==> config.mk <==
export PLATFORM = sky130hd
export DESIGN_NAME = shared_resource_scheduler
export DESIGN_NICKNAME = d
export VERILOG_FILES = /design/src/rtl/sched_pkg.sv /design/src/rtl/rr_pick.sv /design/src/rtl/shared_resource_scheduler.sv
export SDC_FILE = /design/constraint.sdc
export NUM_CORES = 1
export LEC_CHECK = 0
export BUFFER_PORTS_ARGS = -buffer_cell sky130_fd_sc_hd__buf_2
export CELL_PAD_IN_SITES_DETAIL_PLACEMENT = 1
export CELL_PAD_IN_SITES_GLOBAL_PLACEMENT = 2
export CORE_AREA = 2 2 75 77
export DETAILED_ROUTE_END_ITERATION = 6
export DIE_AREA = 0 0 77 79
export PLACE_DENSITY_LB_ADDON = 0.3
export SYNTH_ARGS = -nofsm -noshare
export SYNTH_HDL_FRONTEND = slang
export SYNTH_SLANG_ARGS = --single-unit
==> constraint.sdc <==
create_clock -name clk -period 3.59 [get_ports clk]
set_input_delay 0.1795 -clock clk [delete_from_list [all_inputs] [get_ports clk]]
set_output_delay 0.1795 -clock clk [all_outputs]
set_load 0.005 [all_outputs]
==> src/rtl/sched_pkg.sv <==
// Shared types and helpers for the shared-resource scheduler.
//   sched_state_t : scheduler FSM encoding exposed on the state port
//   PRIO_IDX      : requester index that may preempt any other owner
//   MAX_N         : largest supported requester count
//   onehot()      : index to one-hot vector, MAX_N bits wide
package sched_pkg;

    typedef enum logic [1:0] {
        IDLE  = 2'd0,
        FIRST = 2'd1,
        HOLD  = 2'd2
    } sched_state_t;

    localparam int unsigned PRIO_IDX = 0;
    localparam int unsigned MAX_N    = 8;

    // Callers truncate the result to their own requester count.
    function automatic logic [MAX_N-1:0] onehot(input int unsigned idx);
        return MAX_N'(1) << idx;
    endfunction

endpackage

==> src/rtl/rr_pick.sv <==
// Combinational arbiter for the scheduler.
//   req    : level requests
//   mask   : requesters eligible for this pick
//   rr_ptr : last round-robin winner (always in 1..N-1)
//   winner : chosen index, 0 when nothing is eligible
//   valid  : at least one eligible request
// The priority requester wins outright when eligible. Otherwise the search
// runs over 1..N-1 starting just after rr_ptr and wrapping past index 0.
module rr_pick #(
    parameter int unsigned N  = 3,
    parameter int unsigned IW = $clog2(N)
) (
    input  logic [N-1:0]  req,
    input  logic [N-1:0]  mask,
    input  logic [IW-1:0] rr_ptr,
    output logic [IW-1:0] winner,
    output logic          valid
);
    import sched_pkg::*;

    logic [N-1:0] cand;
    int unsigned  idx;

    always_comb begin
        cand   = req & mask;
        winner = '0;
        valid  = 1'b0;
        idx    = 0;
        if (cand[PRIO_IDX]) begin
            winner = IW'(PRIO_IDX);
            valid  = 1'b1;
        end else begin
            // Map offset k onto the ring 1..N-1 that follows rr_ptr.
            for (int unsigned k = 0; k < N - 1; k++) begin
                idx = ((32'(rr_ptr) + k) % (N - 1)) + 1;
                if (!valid && cand[IW'(idx)]) begin
                    winner = IW'(idx);
                    valid  = 1'b1;
                end
            end
        end
    end

endmodule

==> src/rtl/shared_resource_scheduler.sv <==
// Grants a single shared resource to one of N requesters.
// Requester 0 may preempt any other owner; requesters 1..N-1 rotate
// round-robin. An optional hold limit forces a release from an owner that
// never signals done.
//   clk, reset  : clock, synchronous active-low reset
//   req, done   : per-requester request level and release strobe
//   gnt, owner  : one-hot grant and owner index (0 when idle)
//   state, busy : FSM state (IDLE/FIRST/HOLD) and state != IDLE
//   nb_preempt  : saturating count of preemptions by requester 0
//   nb_timeout  : saturating count of forced releases
module shared_resource_scheduler #(
    parameter int unsigned N        = 3,
    parameter int unsigned MAX_HOLD = 16,
    parameter int unsigned CNT_W    = 8
) (
    input  logic                 clk,
    input  logic                 reset,
    input  logic [N-1:0]         req,
    input  logic [N-1:0]         done,
    output logic [N-1:0]         gnt,
    output logic [$clog2(N)-1:0] owner,
    output logic [1:0]           state,
    output logic                 busy,
    output logic [CNT_W-1:0]     nb_preempt,
    output logic [CNT_W-1:0]     nb_timeout
);
    import sched_pkg::*;

    localparam int unsigned IW = $clog2(N);
    localparam int unsigned HW = (MAX_HOLD > 1) ? $clog2(MAX_HOLD + 1) : 1;

    sched_state_t  state_q;
    logic [IW-1:0] rr_ptr;
    logic [HW-1:0] hold_cnt;

    logic [IW-1:0] win_all_c, win_ex_c;
    logic          valid_all_c, valid_ex_c;
    logic          done_own_c, preempt_c, at_limit_c;

    // Normal arbitration over every requester.
    rr_pick #(.N(N), .IW(IW)) u_pick_all (
        .req    (req),
        .mask   ({N{1'b1}}),
        .rr_ptr (rr_ptr),
        .winner (win_all_c),
        .valid  (valid_all_c)
    );

    // Arbitration after a forced release: the current owner is excluded.
    rr_pick #(.N(N), .IW(IW)) u_pick_ex (
        .req    (req),
        .mask   (~gnt),
        .rr_ptr (rr_ptr),
        .winner (win_ex_c),
        .valid  (valid_ex_c)
    );

    // gnt is onehot(owner) while busy, so masking done with gnt isolates done[owner].
    assign done_own_c = |(done & gnt);
    assign preempt_c  = (owner != IW'(PRIO_IDX)) && req[PRIO_IDX];
    assign at_limit_c = (MAX_HOLD != 0) && (hold_cnt == HW'(MAX_HOLD));

    assign state = 2'(state_q);

    // Scheduler FSM with registered grant, owner and counters.
    always_ff @(posedge clk) begin
        if (!reset) begin
            state_q    <= IDLE;
            gnt        <= '0;
            owner      <= '0;
            busy       <= 1'b0;
            rr_ptr     <= IW'(N - 1);
            hold_cnt   <= '0;
            nb_preempt <= '0;
            nb_timeout <= '0;
        end else begin
            case (state_q)
                IDLE: begin
                    if (|req) begin
                        state_q <= FIRST;
                        busy    <= 1'b1;
                        owner   <= win_all_c;
                        gnt     <= N'(onehot(32'(win_all_c)));
                        if (win_all_c != IW'(PRIO_IDX)) rr_ptr <= win_all_c;
                    end
                end

                FIRST: begin
                    // done is not honoured in FIRST, so preemption needs no done check.
                    if (preempt_c) begin
                        state_q <= FIRST;
                        owner   <= IW'(PRIO_IDX);
                        gnt     <= N'(onehot(PRIO_IDX));
                        if (nb_preempt != '1) nb_preempt <= nb_preempt + 1'b1;
                    end else begin
                        state_q  <= HOLD;
                        hold_cnt <= HW'(1);
                    end
                end

                HOLD: begin
                    if (done_own_c) begin
                        if (valid_all_c) begin
                            state_q <= FIRST;
                            owner   <= win_all_c;
                            gnt     <= N'(onehot(32'(win_all_c)));
                            if (win_all_c != IW'(PRIO_IDX)) rr_ptr <= win_all_c;
                        end else begin
                            state_q <= IDLE;
                            busy    <= 1'b0;
                            owner   <= '0;
                            gnt     <= '0;
                        end
                    end else if (preempt_c) begin
                        state_q <= FIRST;
                        owner   <= IW'(PRIO_IDX);
                        gnt     <= N'(onehot(PRIO_IDX));
                        if (nb_preempt != '1) nb_preempt <= nb_preempt + 1'b1;
                    end else if (at_limit_c) begin
                        if (nb_timeout != '1) nb_timeout <= nb_timeout + 1'b1;
                        if (valid_ex_c) begin
                            state_q <= FIRST;
                            owner   <= win_ex_c;
                            gnt     <= N'(onehot(32'(win_ex_c)));
                            if (win_ex_c != IW'(PRIO_IDX)) rr_ptr <= win_ex_c;
                        end else begin
                            state_q <= IDLE;
                            busy    <= 1'b0;
                            owner   <= '0;
                            gnt     <= '0;
                        end
                    end else begin
                        hold_cnt <= hold_cnt + 1'b1;
                    end
                end

                default: begin
                    state_q <= IDLE;
                    busy    <= 1'b0;
                    owner   <= '0;
                    gnt     <= '0;
                end
            endcase
        end
    end

endmodule

==> results of run 1 <==
==> sequential cells by signal, summed over array words and instances (netlist names) <==
name / cells
rr_ptr: 1
gnt: 3
owner: 2
nb_timeout: 8
hold_cnt: 5
nb_preempt: 8
state: 2
busy: 1
==> area by class of cell <==
type | count | area [um2] | area share [%]
clock buffers | 7 | 86.3 | 4.17
clock inverters | 1 | 5.00 | 0.242
inverters | 8 | 30.0 | 1.45
multi-input cells | 157 | 1070 | 51.8
flip-flops and latches | 30 | 601 | 29.0
well taps | 72 | 90.1 | 4.35
repair buffers | 35 | 185 | 8.95
==> synth_stat cells, types with 4 or more instances <==
cell type and count:
sky130_fd_sc_hd__dfxtp_1 30, sky130_fd_sc_hd__a21oi_1 17, sky130_fd_sc_hd__nand2_1 15, sky130_fd_sc_hd__nand2b_1 10, sky130_fd_sc_hd__nand3_1 9, sky130_fd_sc_hd__o31ai_1 8, sky130_fd_sc_hd__inv_1 7, sky130_fd_sc_hd__o21ai_0 7
sky130_fd_sc_hd__or4_1 7, sky130_fd_sc_hd__nand4_1 5, sky130_fd_sc_hd__or3_1 5, sky130_fd_sc_hd__a211oi_1 4, sky130_fd_sc_hd__a2bb2oi_1 4, sky130_fd_sc_hd__buf_2 4, sky130_fd_sc_hd__clkbuf_1 4, sky130_fd_sc_hd__ha_1 4
sky130_fd_sc_hd__mux2i_1 4, sky130_fd_sc_hd__nor2_1 4, sky130_fd_sc_hd__nor4_1 4
==> power groups by stage <==
stage	logic [mW]	clock network [mW]	registers, mW
after floorplan	0.331	0	0.432
after global placement	0.420	0	0.457
after detailed placement	0.421	0	0.457
after CTS	0.424	0.299	0.450
after global routing	0.463	0.315	0.460
final	0.420	0.286	0.449
==> through the flow <==
stage	cells	power (mW)	hold slack [ns]	utilization [%]	setup slack, ns
global placement	302	0.876	0.473	37.1	1.60
detailed placement	302	0.878	0.476	37.1	1.49
finish	310	1.15	0.273	38.8	1.46
CTS	310	1.17	0.268	38.8	1.44
floorplan	207	0.763	0.329	-	1.89
global route	310	1.24	0.278	38.8	1.27
==> critical path, stage by stage, from the launching register on <==
cell                        delay [ns]
sky130_fd_sc_hd__dfxtp_1          0.33
sky130_fd_sc_hd__inv_1            0.08
sky130_fd_sc_hd__ha_1             0.15
sky130_fd_sc_hd__nand4bb_1        0.27
sky130_fd_sc_hd__nand2b_1         0.48
sky130_fd_sc_hd__or4_1            0.60
sky130_fd_sc_hd__a21oi_1          0.14
==> path summary, 6_finish.rpt <==
| check | start | endpoint | slack [ns] | depth (start not counted) |
|---|---|---|---|---|
| max | hold_cnt[1]$_SDFFE_PN0P_ | nb_timeout[4]$_SDFFE_PN0P_ | 1.46 | 6 |
| max reg2reg | hold_cnt[1]$_SDFFE_PN0P_ | nb_timeout[4]$_SDFFE_PN0P_ | 1.46 | 6 |
| min | reset | nb_preempt[6]$_SDFFE_PN0P_ | 0.27 | 2 |
| min reg2reg | hold_cnt[4]$_SDFFE_PN0P_ | hold_cnt[4]$_SDFFE_PN0P_ | 0.48 | 2 |
==> layer usage <==
| layer | up-vias | wire (um) | track usage (%) |
|---|---|---|---|
| li1 | 866 | - | - |
| met1 | 841 | 2200 | 19.3 |
| met2 | 37 | 2290 | 28.3 |
| met3 | 9 | 208 | 4.09 |
| met4 | 0 | 110 | 8.39 |
| met5 | - | 0 | 0 |
==> kinds of logic (layout without fill, tap and decap cells) <==
kind of cell	count (synthesis)	count (layout)
AND/OR/NAND/NOR	76	76
AO/OA/AOI/OAI	73	73
flip-flops	30	30
buffers and inverters	20	51
adder cells (fa/ha/maj)	4	4
multiplexers	4	4
==> qor.log, run 1 <==
[setup_path] crit path capture type flop
[placed_design] placed cell area 1980 um2
[synth] adder and majority gate portion of the synthesized area 2.82%
[grt] maximum number of pins on one net before global-route repair 19
[final_layout] share of layout cells above drive strength 1 20.6%
[floorplanning] standard-cell row count 27
[synth] Area contributors post-synth sky130_fd_sc_hd__dfxtp_1, sky130_fd_sc_hd__a21oi_1, sky130_fd_sc_hd__nand2b_1, sky130_fd_sc_hd__o31ai_1, sky130_fd_sc_hd__nand2_1
[clocking] TritonCTS clock tree yes
[floorplanning] height of the chip 79 um
[power_and_ir_drop] net switching power of the design 0.445 mW
[grt] first-pass GRT wire length 8020 um
[floorplanning] I/O pins 32
[flow_run] max cap viols 0
[detailed_routing] Final ANT Viol Nets 0
[synth] Post-synth EDFFs 0
[power_and_ir_drop] proportion of power drawn by flip-flops and latches 38.9%
[run_status] result of the run completed
[setup_path] largest driver fanout on the critical path 14
[power_and_ir_drop] internal portion of total power 0.710 mW
[clocking] clock slew at reported path FFs 0.07 ns
[final_layout] commonest cells after routing, fill and taps aside sky130_fd_sc_hd__buf_2, sky130_fd_sc_hd__dfxtp_1, sky130_fd_sc_hd__a21oi_1, sky130_fd_sc_hd__nand2_1, sky130_fd_sc_hd__nand2b_1
[final_layout] Layout Nets 249
[synth] total of flip-flops plus latches after synthesis 30
[final_layout] final std cell area, no fill 2070 um2
[placed_design] number of buffer cells added on primary ports 31
[setup_path] kind of start point of the critical path flop
[synth] Compound-Gate Fraction of Synth Area 30.2%
[synth] sequential-to-total area share from yosys stat 33.9%
[sta] shortest period the worst path allows 2.13 ns
[grt] total gr overflow 0
[synth] most used flip-flop cell after synthesis sky130_fd_sc_hd__dfxtp_1
[synth] XOR/XNOR Fraction of Synth Area 0%
[sta] count of endpoints failing setup in the final report 0
[final_layout] Filler Cells Inserted 683
[detailed_routing] count of unresolved DRC violations after routing 0
[synth] post-synth top area cell sky130_fd_sc_hd__dfxtp_1
[synth] proportion of register bits with asynchronous set or reset after synthesis 0%
[power_and_ir_drop] power density over the cells 558 nW/um2
[detailed_routing] Vias/cell 5.65
[sta] Final Cycle Share 59.4%
[clocking] CTS H-tree lvls 2
[sta] worst slew pin tran 0.675 ns
[clocking] number of setup buffers added after CTS 0
[sta] Final Hold Fails 0
[final_layout] ANT cells 0
[detailed_routing] vias post-DR 1753
[synth] number of warnings issued by yosys 0
[grt] number of global-route vias before repair 1674
[sta] Fin Setup TNS 0 ns
[synth] combined area of all synthesized cells 1770 um2
[floorplanning] floorplan die area 6080 um2
[synth] post-synthesis cell type count 62
[clocking] hold-fix buffer count after cts 0
[setup_path] arrival time reported for the critical path endpoint 2.35 ns
[synth] Syn Inst Count 207
[sta] worst-case clock skew 0.00426 ns
[synth] simple-gate portion of the synthesized area 25.2%
[synth] share of synthesized area spent on multiplexers 2.26%
[final_layout] most common library cell in the layout ignoring fill and taps sky130_fd_sc_hd__buf_2
[power_and_ir_drop] switching part of the total 38.5%
[floorplanning] die width 77 um
[detailed_routing] Avg WL per Cell 15.5 um
[placed_design] detailed placer's ending HPWL 3430 um
[synth] area fraction of the dominant cell type after synthesis 33.9%
[sta] Peak Freq 469 MHz
[detailed_routing] iteration-0 DRC count of the detailed router 25
[power_and_ir_drop] clock network fraction of design power 24.7%
[power_and_ir_drop] fraction of power consumed by combinational cells 36.4%
[setup_path] Critical Setup Path Class flop to flop
[clocking] clock buffers created by TritonCTS 5
[power_and_ir_drop] leakage power of the design 0.756 nW
[sta] RSZ-0062 raised after global routing false
[detailed_routing] overall routed net length 4800 um
[synth] combinational family with the most area after synthesis compound AO/OA/AOI/OAI gates
[clocking] Clock Sinks 30
[sta] Relative slew margins 53.8%
[setup_path] required time of the critical path 3.81 ns
[clocking] CTS Buffer Depth 2
[detailed_routing] Pre-Repair DR Iteration Count 4
[placed_design] routability congestion estimate 0.792
[sta] number of slew-limit violations in the final report 0
[clocking] PostCTS Resize Cnt 0
[grt] gr usage total 16.5%
[grt] initial antenna violation count 0
[clocking] Root Buffer sky130_fd_sc_hd__clkbuf_8
[synth] syn_nets 219
[worst_hold_path] worst hold-check path type input pin to flop
[floorplanning] standard cell core area 5340 um2
[final_layout] Layout Area Growth over Synthesis 16.8%
[floorplanning] Initial Util 33.2%
[clocking] worst-skew pair later-pin latency 0.28 ns
[synth] Avg Cell Area, Syn 8.56 um2
[power_and_ir_drop] Peak VDD IR 274 uV
Power figures use the tool's default switching activity.
==> run 2, diff against run 1 <==
--- a/config.mk
+++ b/config.mk
@@ -8,9 +8,9 @@
 export BUFFER_PORTS_ARGS = -buffer_cell sky130_fd_sc_hd__buf_2
 export CELL_PAD_IN_SITES_DETAIL_PLACEMENT = 1
 export CELL_PAD_IN_SITES_GLOBAL_PLACEMENT = 2
-export CORE_AREA = 2 2 75 77
+export CORE_AREA = 2 2 77 79
 export DETAILED_ROUTE_END_ITERATION = 6
-export DIE_AREA = 0 0 77 79
+export DIE_AREA = 0 0 79 81
 export PLACE_DENSITY_LB_ADDON = 0.3
 export SYNTH_ARGS = -nofsm -noshare
 export SYNTH_HDL_FRONTEND = slang
==> constraint.sdc (replaced) <==
create_clock -name clk -period 2.05 [get_ports clk]
set_input_delay 0.1025 -clock clk [delete_from_list [all_inputs] [get_ports clk]]
set_output_delay 0.1025 -clock clk [all_outputs]
set_load 0.005 [all_outputs]
==> qor.log, run 2 (synthesis results as in run 1) <==
[detailed_routing] vias post-DR 1787
[floorplanning] standard cell core area 5680 um2
[power_and_ir_drop] internal portion of total power 1.33 mW
[detailed_routing] iteration-0 DRC count of the detailed router 39
[power_and_ir_drop] power density over the cells 989 nW/um2
[setup_path] kind of cell adding the most delay to the critical path compound AO/OA/AOI/OAI gates
[sta] worst slew pin tran 0.586 ns
[grt] first-pass GRT wire length 8550 um
[sta] RSZ-0062 raised after global routing false
[placed_design] routability congestion estimate 0.766
[placed_design] detailed placer's ending HPWL 3600 um
[setup_path] source of the worst register-to-register timing path gnt[0]$_SDFFE_PN0P_
[sta] number of slew-limit violations in the final report 0
[final_layout] Layout Nets 261
[setup_path] Worst path slowest cell sky130_fd_sc_hd__or4_1
[sta] count of endpoints failing setup in the final report 0
[clocking] hold-fix buffer count after cts 0
[sta] Final Hold Fails 0
[grt] number of global-route vias before repair 1795
[sta] Final Cycle Share 90.8%
[sta] worst-case clock skew 0.00523 ns
[power_and_ir_drop] fraction of power consumed by combinational cells 40.7%
[sta] Fin Setup TNS 0 ns
[grt] total gr overflow 0
[detailed_routing] Vias/cell 5.50
[setup_path] Critical path origin gnt[0]$_SDFFE_PN0P_
[sta] Peak Freq 537 MHz
[final_layout] ANT cells 0
[grt] maximum number of pins on one net before global-route repair 19
[clocking] worst-skew pair later-pin latency 0.28 ns
[detailed_routing] count of unresolved DRC violations after routing 0
[power_and_ir_drop] proportion of power drawn by flip-flops and latches 35.4%
[detailed_routing] overall routed net length 5070 um
[power_and_ir_drop] switching part of the total 38.2%
[setup_path] required time of the critical path 2.26 ns
[detailed_routing] Avg WL per Cell 15.6 um
[setup_path] Critical path buffers and inverters 1
[power_and_ir_drop] Peak VDD IR 440 uV
[run_status] result of the run completed
[sta] shortest period the worst path allows 1.86 ns
[clocking] CTS Buffer Depth 2
[floorplanning] floorplan die area 6400 um2
[grt] gr usage total 16.8%
[power_and_ir_drop] sum of internal, switching and leakage power 2.15 mW
[setup_path] series of cell instances along the critical path a222oi_1, buf_4, a21oi_4, or4_1, a21oi_1
[flow_run] max cap viols 0
[setup_path] Critical Setup Path Class flop to flop
[setup_path] arrival time reported for the critical path endpoint 2.07 ns
[floorplanning] I/O pins 32
[power_and_ir_drop] net switching power of the design 0.821 mW
[worst_hold_path] worst hold path startpoint req[0]
[floorplanning] standard-cell row count 28
[detailed_routing] Final ANT Viol Nets 0
[placed_design] number of buffer cells added on primary ports 31
[clocking] clock slew at reported path FFs 0.07 ns
[grt] initial antenna violation count 0
[setup_path] crit path capture type flop
[setup_path] largest driver fanout on the critical path 17
[clocking] CTS H-tree lvls 2
[power_and_ir_drop] leakage power of the design 0.836 nW
[final_layout] Layout Area Growth over Synthesis 22.7%
[worst_hold_path] worst hold-check path type input pin to flop
[floorplanning] Initial Util 31.2%
[setup_path] kind of start point of the critical path flop
[final_layout] commonest cells after routing, fill and taps aside sky130_fd_sc_hd__buf_2, sky130_fd_sc_hd__dfxtp_1, sky130_fd_sc_hd__a21oi_1, sky130_fd_sc_hd__buf_4, sky130_fd_sc_hd__nand2_1
[clocking] Clock Sinks 30
[final_layout] Filler Cells Inserted 714
[sta] Relative slew margins 59.9%
[final_layout] most common library cell in the layout ignoring fill and taps sky130_fd_sc_hd__buf_2
[final_layout] share of layout cells above drive strength 1 24.8%
[clocking] Root Buffer sky130_fd_sc_hd__clkbuf_8
[final_layout] largest registers nb_preempt (8), nb_timeout (8), hold_cnt (5)
[clocking] clock buffers created by TritonCTS 5
[setup_path] Max stage delay on crit path 0.52 ns
[power_and_ir_drop] clock network fraction of design power 23.9%
[detailed_routing] Pre-Repair DR Iteration Count 4
[floorplanning] die width 79 um
[clocking] TritonCTS clock tree yes
[floorplanning] height of the chip 81 um
run 2: changes by cell type in the layout (fill, tap and decap cells not counted), sizes merged:
| cell | delta |
|---|---|
| buf | +12 |
run 2: layout make-up:
type,count,area (um2),share of cell area [%]
well taps,75,93.8,4.32
flip-flops and latches,30,601,27.6
clock inverters,1,5.00,0.230
clock buffers,7,86.3,3.97
inverters,8,30.0,1.38
multi-input cells,157,1080,49.8
repair buffers,47,275,12.7
run 2: worst paths after layout:
| check | end | slack [ns] | cells after the start |
|---|---|---|---|
| max | nb_preempt[4]$_SDFFE_PN0P_ | 0.19 | 5 |
| min | gnt[0]$_SDFFE_PN0P_ | 0.19 | 3 |
| max reg2reg | nb_preempt[4]$_SDFFE_PN0P_ | 0.19 | 5 |
| min reg2reg | hold_cnt[4]$_SDFFE_PN0P_ | 0.49 | 2 |
run 2: power groups by stage:
| stage | Clock (mW) | Combinational, mW | Sequential [mW] |
|---|---|---|---|
| after floorplan | 0 | 0.579 | 0.757 |
| after global placement | 0 | 0.814 | 0.769 |
| after detailed placement | 0 | 0.820 | 0.773 |
| after CTS | 0.529 | 0.829 | 0.761 |
| after global routing | 0.565 | 0.967 | 0.776 |
| final | 0.514 | 0.874 | 0.761 |
run 2: repair_timing:
action,4_1_cts,5_1_grt
setup buffers,0,3
hold endpoints to repair,0,0
resized for setup,0,2
setup endpoints to repair,0,5
run 2: metrics by stage:
| step | util (%) | std cells | area (um2) | hold WS (ns) | worst slack [ns] |
|---|---|---|---|---|---|
| CTS | 37.7 | 322 | 2140 | 0.189 | 0.0392 |
| finish | 38.3 | 325 | 2170 | 0.193 | 0.188 |
| global route | 38.3 | 325 | 2170 | 0.208 | 0.0201 |
| global placement | 36.1 | 314 | 2050 | 0.469 | 0.154 |
| detailed placement | 36.1 | 314 | 2050 | 0.483 | 0.0590 |
| floorplan | - | 207 | 1770 | 0.252 | 0.350 |
run 2: layer usage:
| layer | GRT usage, % | part of all wire, % | wire length [um] |
|---|---|---|---|
| met5 | 0 | 0 | 0 |
| met4 | 4.83 | 1.1 | 54 |
| met3 | 4.11 | 3.0 | 150 |
| met2 | 28.8 | 48 | 2430 |
| met1 | 20.9 | 48 | 2430 |
run 2: tightest hold or removal path: stages:
cell	delay (ns)
sky130_fd_sc_hd__buf_2	0.17
sky130_fd_sc_hd__nand3_1	0.08
sky130_fd_sc_hd__a211oi_1	0.07
==> run 3, diff against run 2 <==
==> constraint.sdc (replaced) <==
create_clock -name clk -period 2 [get_ports clk]
set_input_delay 0.1 -clock clk [delete_from_list [all_inputs] [get_ports clk]]
set_output_delay 0.1 -clock clk [all_outputs]
set_load 0.005 [all_outputs]
==> qor.log, run 3 (synthesis results as in run 1) <==
[setup_path] arrival time reported for the critical path endpoint 2.04 ns
[sta] Relative slew margins 57.3%
[final_layout] most common library cell in the layout ignoring fill and taps sky130_fd_sc_hd__buf_2
[detailed_routing] Final ANT Viol Nets 0
[detailed_routing] overall routed net length 4960 um
[power_and_ir_drop] power density over the cells 1020 nW/um2
[clocking] clock slew at reported path FFs 0.07 ns
[final_layout] Layout Area Growth over Synthesis 24.2%
[final_layout] Core Util, Final 38.8%
[clocking] Clock Sinks 30
[detailed_routing] count of unresolved DRC violations after routing 0
[grt] number of global-route vias before repair 1791
[run_status] result of the run completed
[sta] Fin Setup TNS 0 ns
[detailed_routing] Avg WL per Cell 15.1 um
[clocking] worst-skew pair later-pin latency 0.29 ns
[final_layout] ANT cells 0
[final_layout] Layout Nets 264
[detailed_routing] Vias/cell 5.49
[floorplanning] height of the chip 81 um
[final_layout] final std cells w/o fill 328
[sta] worst-case clock skew 0.00540 ns
[placed_design] placed cell area 2060 um2
[flow_run] max cap viols 0
[sta] Final Cycle Share 91.1%
[sta] count of endpoints failing setup in the final report 0
[grt] total gr overflow 0
[sta] Final Hold Fails 0
[floorplanning] standard-cell row count 28
[final_layout] commonest cells after routing, fill and taps aside sky130_fd_sc_hd__buf_2, sky130_fd_sc_hd__dfxtp_1, sky130_fd_sc_hd__buf_4, sky130_fd_sc_hd__a21oi_1, sky130_fd_sc_hd__nand2_1
[grt] gr usage total 16.7%
[clocking] Root Buffer sky130_fd_sc_hd__clkbuf_8
[grt] initial antenna violation count 0
[placed_design] number of buffer cells added on primary ports 31
[floorplanning] standard cell core area 5680 um2
[clocking] CTS H-tree lvls 2
[power_and_ir_drop] sum of internal, switching and leakage power 2.24 mW
[worst_hold_path] worst hold-check path type input pin to flop
[floorplanning] I/O pins 32
[detailed_routing] Pre-Repair DR Iteration Count 4
[detailed_routing] vias post-DR 1800
[setup_path] Critical Setup Path Class flop to flop
[detailed_routing] iteration-0 DRC count of the detailed router 54
[final_layout] largest registers nb_preempt (8), nb_timeout (8), hold_cnt (5)
[sta] worst slew pin tran 0.625 ns
[power_and_ir_drop] leakage power of the design 0.850 nW
[setup_path] largest driver fanout on the critical path 17
[sta] Peak Freq 549 MHz
[clocking] TritonCTS clock tree yes
[grt] maximum number of pins on one net before global-route repair 19
[placed_design] routability congestion estimate 0.738
[setup_path] kind of start point of the critical path flop
[final_layout] share of layout cells above drive strength 1 25.7%
[sta] shortest period the worst path allows 1.82 ns
[clocking] hold-fix buffer count after cts 0
[floorplanning] die width 79 um
[placed_design] setup slack at placement 0.118 ns
[sta] worst hold-check slack 0.194 ns
[sta] RSZ-0062 raised after global routing false
[setup_path] crit path capture type flop
[sta] Setup WS post-layout 0.177 ns
[final_layout] final std cell area, no fill 2200 um2
[placed_design] detailed placer's ending HPWL 3590 um
[floorplanning] floorplan die area 6400 um2
[placed_design] post-placement cell count 316
[setup_path] required time of the critical path 2.22 ns
[floorplanning] Initial Util 31.2%
[clocking] clock buffers created by TritonCTS 5
[grt] first-pass GRT wire length 8420 um
[clocking] CTS Buffer Depth 2
[sta] number of slew-limit violations in the final report 0
[power_and_ir_drop] Peak VDD IR 549 uV
run 3: cell types whose count changed in the layout (fill, tap and decap cells not counted), sizes merged:
cell	previous run	this run
buf	47	49
clkdlybuf4s15	0	1
run 3: routing by layer:
metal  up-vias  wire [um]  GRT usage, %
met4         0         96          8.28
met3         7        163          3.00
met5         -          0             0
met1       866       2340          20.9
li1        894          -             -
met2        33       2360          27.9
run 3: cell type report:
cell class / instances / area, um2
clock buffers: 7 / 86.3
inverters: 8 / 30.0
well taps: 75 / 93.8
flip-flops and latches: 30 / 601
fillers: 707 / 3470
clock inverters: 1 / 5.00
repair buffers: 50 / 302
multi-input cells: 157 / 1080
run 3: worst max-delay path, stage by stage (launching register included):
cell and delay (ns):
sky130_fd_sc_hd__dfxtp_1 0.31, sky130_fd_sc_hd__a222oi_1 0.37, sky130_fd_sc_hd__buf_4 0.25, sky130_fd_sc_hd__a21oi_4 0.13, sky130_fd_sc_hd__or4_1 0.54, sky130_fd_sc_hd__a21oi_1 0.15
run 3: path summary, 6_finish.rpt:
| kind | start | to | slack, ns | cells past startpoint |
|---|---|---|---|---|
| max | gnt[0]$_SDFFE_PN0P_ | nb_preempt[4]$_SDFFE_PN0P_ | 0.18 | 5 |
| min | reset | nb_preempt[6]$_SDFFE_PN0P_ | 0.19 | 2 |
| max reg2reg | gnt[0]$_SDFFE_PN0P_ | nb_preempt[4]$_SDFFE_PN0P_ | 0.18 | 5 |
| min reg2reg | hold_cnt[4]$_SDFFE_PN0P_ | hold_cnt[4]$_SDFFE_PN0P_ | 0.48 | 2 |
run 3: timing repair:
action,in CTS,in global routing
setup buffers,0,3
endpoints found under the setup margin,0,5
gates resized for setup,0,2
run 3: power by group:
part           internal [mW]  leakage [nW]  switching [mW]
clock                  0.278        0.0482           0.247
combinational          0.434         0.558           0.510
sequential             0.679         0.244          0.0888
